<file path="src/rtl/hazard_ctrl_pkg.sv">
// hazard_ctrl_pkg -- shared constants and types for the pipeline hazard controller.
//   Opcode/aluop encodings, FSM state encoding, default mult/div timeout,
//   and the latch-control bundle used to build the hazard_ctrl outputs.
package hazard_ctrl_pkg;

    // Instruction encodings
    localparam logic [4:0] OP_ALU    = 5'b00000;
    localparam logic [4:0] OP_LW     = 5'b01000;
    localparam logic [4:0] ALUOP_MUL = 5'b00110;
    localparam logic [4:0] ALUOP_DIV = 5'b00111;

    // Default number of MD_WAIT cycles before a forced release
    localparam int MD_TIMEOUT_DEF = 40;

    typedef enum logic {
        ST_RUN     = 1'b0,
        ST_MD_WAIT = 1'b1
    } state_t;

    // Pipeline latch controls driven by the hazard unit
    typedef struct packed {
        logic pc_en;
        logic fd_en;
        logic dx_en;
        logic xm_en;
        logic mw_en;
        logic fd_flush;
        logic dx_flush;
        logic xm_flush;
    } latch_ctl_t;

    // Free-running pipeline: everything advances, nothing is squashed
    localparam latch_ctl_t CTL_NORMAL = '{
        pc_en: 1'b1, fd_en: 1'b1, dx_en: 1'b1, xm_en: 1'b1, mw_en: 1'b1,
        fd_flush: 1'b0, dx_flush: 1'b0, xm_flush: 1'b0
    };

    // Mult/div in flight: front end frozen, bubbles fed into X/M
    localparam latch_ctl_t CTL_MD_HOLD = '{
        pc_en: 1'b0, fd_en: 1'b0, dx_en: 1'b0, xm_en: 1'b1, mw_en: 1'b1,
        fd_flush: 1'b0, dx_flush: 1'b0, xm_flush: 1'b1
    };

    // True when the D/X instruction is a multiply or divide
    function automatic logic is_mult_div(input logic [4:0] opcode,
                                         input logic [4:0] aluop);
        return (opcode == OP_ALU) && ((aluop == ALUOP_MUL) || (aluop == ALUOP_DIV));
    endfunction

endpackage

</file>
<file path="src/rtl/hazard_ctrl_sat_counter.sv">
// satCounter16 -- 16-bit saturating up-counter.
//   clock  : rising-edge clock
//   clear  : synchronous clear to zero (has priority over enable)
//   enable : count up by one this cycle
//   count  : current value, holds at 16'hFFFF once reached
module satCounter16 (
    input  logic        clock,
    input  logic        clear,
    input  logic        enable,
    output logic [15:0] count
);

    always_ff @(posedge clock) begin
        if (clear) begin
            count <= '0;
        end else if (enable && (count != 16'hFFFF)) begin
            count <= count + 16'd1;
        end
    end

endmodule

</file>
<file path="src/rtl/hazard_ctrl.sv">
// hazard_ctrl -- stall/flush controller for a 5-stage pipeline.
//   Handles taken-branch squash, load-use one-bubble stall, and freezing the
//   front end while the multdiv unit is busy (with a timeout release).
// Ports:
//   clock, reset                 : rising-edge clock, synchronous active-high reset
//   dxOpcode, dxAluop, dxRd      : instruction currently in the D/X latch
//   fdRs, fdRt, fdUsesRt         : source operands of the F/D instruction
//   branchTaken                  : X stage resolved a taken branch/jump
//   mdResultReady                : multdiv result valid
//   pc/fd/dx/xm/mwEnable         : latch write enables
//   fd/dx/xmFlush                : force latch next value to nop
//   mdStart                      : one-cycle multdiv start
//   mdTimeout                    : one-cycle pulse on forced release
//   stallCount                   : saturating count of cycles with pcEnable=0
module hazard_ctrl
    import hazard_ctrl_pkg::*;
#(
    parameter int         MD_TIMEOUT = MD_TIMEOUT_DEF,
    parameter logic [4:0] LW_OPCODE  = OP_LW
) (
    input  logic        clock,
    input  logic        reset,
    input  logic [4:0]  dxOpcode,
    input  logic [4:0]  dxAluop,
    input  logic [4:0]  dxRd,
    input  logic [4:0]  fdRs,
    input  logic [4:0]  fdRt,
    input  logic        fdUsesRt,
    input  logic        branchTaken,
    input  logic        mdResultReady,
    output logic        pcEnable,
    output logic        fdEnable,
    output logic        dxEnable,
    output logic        xmEnable,
    output logic        mwEnable,
    output logic        fdFlush,
    output logic        dxFlush,
    output logic        xmFlush,
    output logic        mdStart,
    output logic        mdTimeout,
    output logic [15:0] stallCount
);

    localparam int               CNT_W    = $clog2(MD_TIMEOUT) + 1;
    localparam logic [CNT_W-1:0] CNT_LAST = CNT_W'(MD_TIMEOUT - 1);

    state_t           state;
    logic [CNT_W-1:0] wait_cnt;
    latch_ctl_t       ctl;
    logic             md_hit;
    logic             load_use;
    logic             md_start;
    logic             md_expire;

    // Hazard detection on the D/X and F/D contents
    assign md_hit   = is_mult_div(dxOpcode, dxAluop);
    assign load_use = (dxOpcode == LW_OPCODE) && (dxRd != 5'd0) &&
                      ((dxRd == fdRs) || (fdUsesRt && (dxRd == fdRt)));

    // Latch controls are combinational so a hazard is answered in the cycle
    // it is seen; reset forces the free-running pattern.
    always_comb begin
        ctl       = CTL_NORMAL;
        md_start  = 1'b0;
        md_expire = 1'b0;
        if (!reset) begin
            case (state)
                ST_RUN: begin
                    if (branchTaken) begin
                        // Squash the two younger instructions; the branch itself
                        // still advances into X/M.
                        ctl.fd_flush = 1'b1;
                        ctl.dx_flush = 1'b1;
                    end else if (md_hit) begin
                        ctl      = CTL_MD_HOLD;
                        md_start = 1'b1;
                    end else if (load_use) begin
                        ctl.pc_en    = 1'b0;
                        ctl.fd_en    = 1'b0;
                        ctl.dx_flush = 1'b1;
                    end
                end
                ST_MD_WAIT: begin
                    // branchTaken is deliberately ignored here: the mult/div is
                    // still in D/X, so no branch can be resolving in X.
                    if (mdResultReady) begin
                        ctl = CTL_NORMAL;
                    end else if (wait_cnt == CNT_LAST) begin
                        ctl       = CTL_NORMAL;
                        md_expire = 1'b1;
                    end else begin
                        ctl = CTL_MD_HOLD;
                    end
                end
                default: ctl = CTL_NORMAL;
            endcase
        end
    end

    // FSM and wait counter
    always_ff @(posedge clock) begin
        if (reset) begin
            state    <= ST_RUN;
            wait_cnt <= '0;
        end else begin
            case (state)
                ST_RUN: begin
                    if (!branchTaken && md_hit) begin
                        state    <= ST_MD_WAIT;
                        wait_cnt <= '0;
                    end
                end
                ST_MD_WAIT: begin
                    if (mdResultReady || (wait_cnt == CNT_LAST)) begin
                        state    <= ST_RUN;
                        wait_cnt <= '0;
                    end else begin
                        wait_cnt <= wait_cnt + 1'b1;
                    end
                end
                default: begin
                    state    <= ST_RUN;
                    wait_cnt <= '0;
                end
            endcase
        end
    end

    assign pcEnable  = ctl.pc_en;
    assign fdEnable  = ctl.fd_en;
    assign dxEnable  = ctl.dx_en;
    assign xmEnable  = ctl.xm_en;
    assign mwEnable  = ctl.mw_en;
    assign fdFlush   = ctl.fd_flush;
    assign dxFlush   = ctl.dx_flush;
    assign xmFlush   = ctl.xm_flush;
    assign mdStart   = md_start;
    assign mdTimeout = md_expire;

    satCounter16 u_stall_cnt (
        .clock  (clock),
        .clear  (reset),
        .enable (!ctl.pc_en),
        .count  (stallCount)
    );

endmodule
</file>
<file path="config.mk">
export PLATFORM = sky130hd
export DESIGN_NAME = hazard_ctrl
export DESIGN_NICKNAME = d
export VERILOG_FILES = /design/src/rtl/hazard_ctrl_pkg.sv /design/src/rtl/hazard_ctrl_sat_counter.sv /design/src/rtl/hazard_ctrl.sv
export SDC_FILE = /design/constraint.sdc
export NUM_CORES = 1
export LEC_CHECK = 0
export BUFFER_PORTS_ARGS = -buffer_cell sky130_fd_sc_hd__buf_2
export CAP_MARGIN = 30
export CORE_MARGIN = 4
export CORE_UTILIZATION = 52
export DETAILED_ROUTE_END_ITERATION = 7
export PLACE_DENSITY = 0.84
export RECOVER_POWER = 25
export SYNTH_ARGS = -nofsm -noshare
export SYNTH_HDL_FRONTEND = slang
export SYNTH_SLANG_ARGS = --single-unit
</file>
<file path="constraint.sdc">
create_clock -name clock -period 3.25 [get_ports clock]
set_input_delay 0.4875 -clock clock [delete_from_list [all_inputs] [get_ports clock]]
set_output_delay 0.4875 -clock clock [all_outputs]
set_load 0.01 [all_outputs]
</file>
==> impl_metrics.env <==
export IMPL_final_max_slew_viol_count=0
export IMPL_cp_end_kind="primary output"
export IMPL_vias=1563
export IMPL_area_growth_pct=20.6
export IMPL_worstHoldPathType="in2reg"
export IMPL_maxCapViolCount=0
export IMPL_synthSimpleGateAreaFrac_pct=30.7
export IMPL_tritoncts="yes"
export IMPL_cp_slowest_stage_delay_ns=0.56
export IMPL_path_buf_inv=2
export IMPL_finalHoldViolations=0
export IMPL_grt_pass1_vias=1439
export IMPL_yosysTopAreaCellShare_pct=32.3
export IMPL_synth_xor_area_share_pct=5.89
export IMPL_crit_start="wait_cnt[4]$_SDFFE_PP0P_"
export IMPL_hpwl_mm=2.74
export IMPL_io_pins=56
export IMPL_ir_drop_mv=0.213
export IMPL_required_ns=2.76
export IMPL_clk_pin_slew_worst_paths_ns=0.13
export IMPL_drive_gt1_share_pct=24.0
export IMPL_layout_min_cycle_time_ns=2.92
export IMPL_wire_per_inst_um=13.7
export IMPL_drc=0
export IMPL_die_width_um=61.5
export IMPL_crit_path_cell_trace="nor4b_1 > and3_1 > o22ai_2 > inv_2 > o31a_1 > buf_2"
export IMPL_cts_path_max_buffers=2
export IMPL_ys_types=48
export IMPL_clk_latency_ns=0.32
export IMPL_relSlewSlack_pct=55.1
export IMPL_synth_compound_area_share_pct=23.2
export IMPL_grt_pass1_wl_mm=5.87
export IMPL_r2r_start="wait_cnt[0]$_SDFFE_PP0P_"
export IMPL_dr_wl_met2_mm=1.63
export IMPL_initial_core_util_pct=54.4
export IMPL_ant_nets=0
export IMPL_yosysTopAreaCell="dfxtp_1"
export IMPL_tns_ns=0
export IMPL_cp_max_fo=18
export IMPL_std_cell_rows=19
export IMPL_yosys_top_cells_area="dfxtp_1, xor2_1, a21oi_1"
export IMPL_io_buffers=52
export IMPL_cts_hold_buffers=0
export IMPL_power_density_nw_per_um2=279
export IMPL_grt_usage_pct=19.9
export IMPL_nFillCells=249
export IMPL_gp_congestion=0.821
export IMPL_fp_dieH_um=61.5
export IMPL_drt_met1_wl_mm=1.63
export IMPL_via_per_inst=5.92
export IMPL_crit_path_top_delay_cell="o31a_1"
export IMPL_cts_max_level=1
export IMPL_postSynthAreaPerCell_um2=8.22
export IMPL_final_setup_viol_count=0
export IMPL_synth_seq_area_share_pct=32.3
export IMPL_crit_path_start_kind="flip-flop"
export IMPL_totalWireLength_mm=3.61
export IMPL_cts_root_buf="clkbuf_4"
export IMPL_worst_setup_path_type="reg2out"
export IMPL_max_freq_mhz=342
export IMPL_cp_arrival_ns=2.44
export IMPL_tritoncts_num_sinks=24
export IMPL_cts_buffers=3
export IMPL_syn_area_um2=1490
export IMPL_dr_pass1_iters=4
export IMPL_cts_resized=0
export IMPL_nNetsFinal=266
export IMPL_antenna_found_initial=0
export IMPL_status="finished, final reports clean"
export IMPL_fin_crit_sh_pct=90.0
export IMPL_worst_pin_slew_ns=0.673
export IMPL_min_from="reset"
export IMPL_fin_cells=264
export IMPL_dpl_cell_count=260
export IMPL_drt_iter0_markers=57
export IMPL_ys_seq_elements=24
export IMPL_top_layer_used="met4"
export IMPL_synth_adder_area_share_pct=1.68
export IMPL_yosysWarnings=0
export IMPL_die_area_um2=3780
export IMPL_grt_start_max_net_pins=19
export IMPL_synth_mux_area_share_pct=0.757
export IMPL_cts_setup_buffers=0
export IMPL_synth_top_family_by_area="simple AND/OR/NAND/NOR gates"
export IMPL_dr_wl_met3_um=287
export IMPL_core_area_um2=2730
export IMPL_rsz0062_at_grt="false"
export IMPL_diodes=0
export IMPL_synth_edff_count=0
export IMPL_syn_inst=181
export IMPL_power_leakage_nw=0.682
export IMPL_grt_overflow=0
export IMPL_skew_ns=0.00273
export IMPL_synth_top_flop_cell="dfxtp_1"
export IMPL_async_flop_share_pct=0
export IMPL_cp_top_family="simple AND/OR/NAND/NOR gates"
-- cell usage in the layout (no fill, tap or decap), types with 4 or more instances in the layout --
master,instances
buf_4,6
clkbuf_1,12
nor2b_1,4
and3_1,6
o41ai_1,4
nand4_1,4
buf_2,40
xor2_1,9
and2_1,4
or3_1,5
a21oi_1,15
nor2_1,16
dfxtp_1,24
o311ai_1,4
nand3_1,14
o31ai_1,8
or4_1,9
-- stage by stage --
stage          hold slack (ns)  power (mW)  setup WS, ns  cell area (um2)  util (%)
2_1_floorplan            0.438       0.324         0.868             1490         -
5_1_grt                  0.357       0.521        0.0408             1790      65.6
3_3_place_gp             0.464       0.348         0.547             1770      64.9
4_1_cts                  0.375       0.503         0.333             1810      66.2
3_5_place_dp             0.477       0.349         0.496             1770      64.9
6_report                 0.377       0.501         0.326             1790      65.6
-- synth_stat cells (all sizes together) (2+ instances only) --
cell type and count:
a211oi 2, a21oi 15, and2 4, and3 6
buf 6, clkbuf 5, dfxtp 24, ha 2
inv 4, nand2 3, nand2b 3, nand3 14
nand4 4, nor2 16, nor2b 4, nor4 3
nor4b 2, o21a 2, o21ai 4, o22ai 2
o311ai 4, o31ai 8, o41ai 4, or2 2
or3 5, or4 9, xor2 9
-- worst paths after layout --
kind                                  endpoint  slack, ns  depth (start not counted)
min                   wait_cnt[1]$_SDFFE_PP0P_       0.38                          2
max reg2reg  u_stall_cnt.count[7]$_SDFFE_PP0P_       0.69                          7
max                                   pcEnable       0.33                          6
min reg2reg           wait_cnt[6]$_SDFFE_PP0P_       0.51                          1
-- cell type report --
type,instances,area (um2),area share (%)
clock buffers,4,36.3,2.02
repair buffers,58,290,16.2
inverters,4,15.0,0.837
multi-input cells,143,933,52.0
well taps,31,38.8,2.16
flip-flops and latches,24,480,26.8
-- kinds of logic after synthesis --
group | count (synthesis)
simple gates | 79
compound gates | 49
flops | 24
buf+inv | 15
xor+xnor | 10
fa+ha+maj | 2
other cells | 1
mux | 1
-- flip-flops by register name, indices dropped and copies added, names as in the netlist --
register           count
u_stall_cnt.count     16
state                  1
wait_cnt               7
-- routing by layer --
layer	global-route usage, %	vias up
li1	-	788
met1	25.0	700
met2	33.6	68
met3	3.77	7
met4	7.27	0
met5	0	-
-- where the power goes --
group / switching [mW] / leakage (nW) / total [mW] / internal, mW
registers: 0.0000477 / 0.193 / 0.294 / 0.294
clock network: 0.0905 / 0.0210 / 0.159 / 0.0685
logic: 0.0239 / 0.468 / 0.0476 / 0.0237
Note: power is estimated with default switching activity, not from simulation.
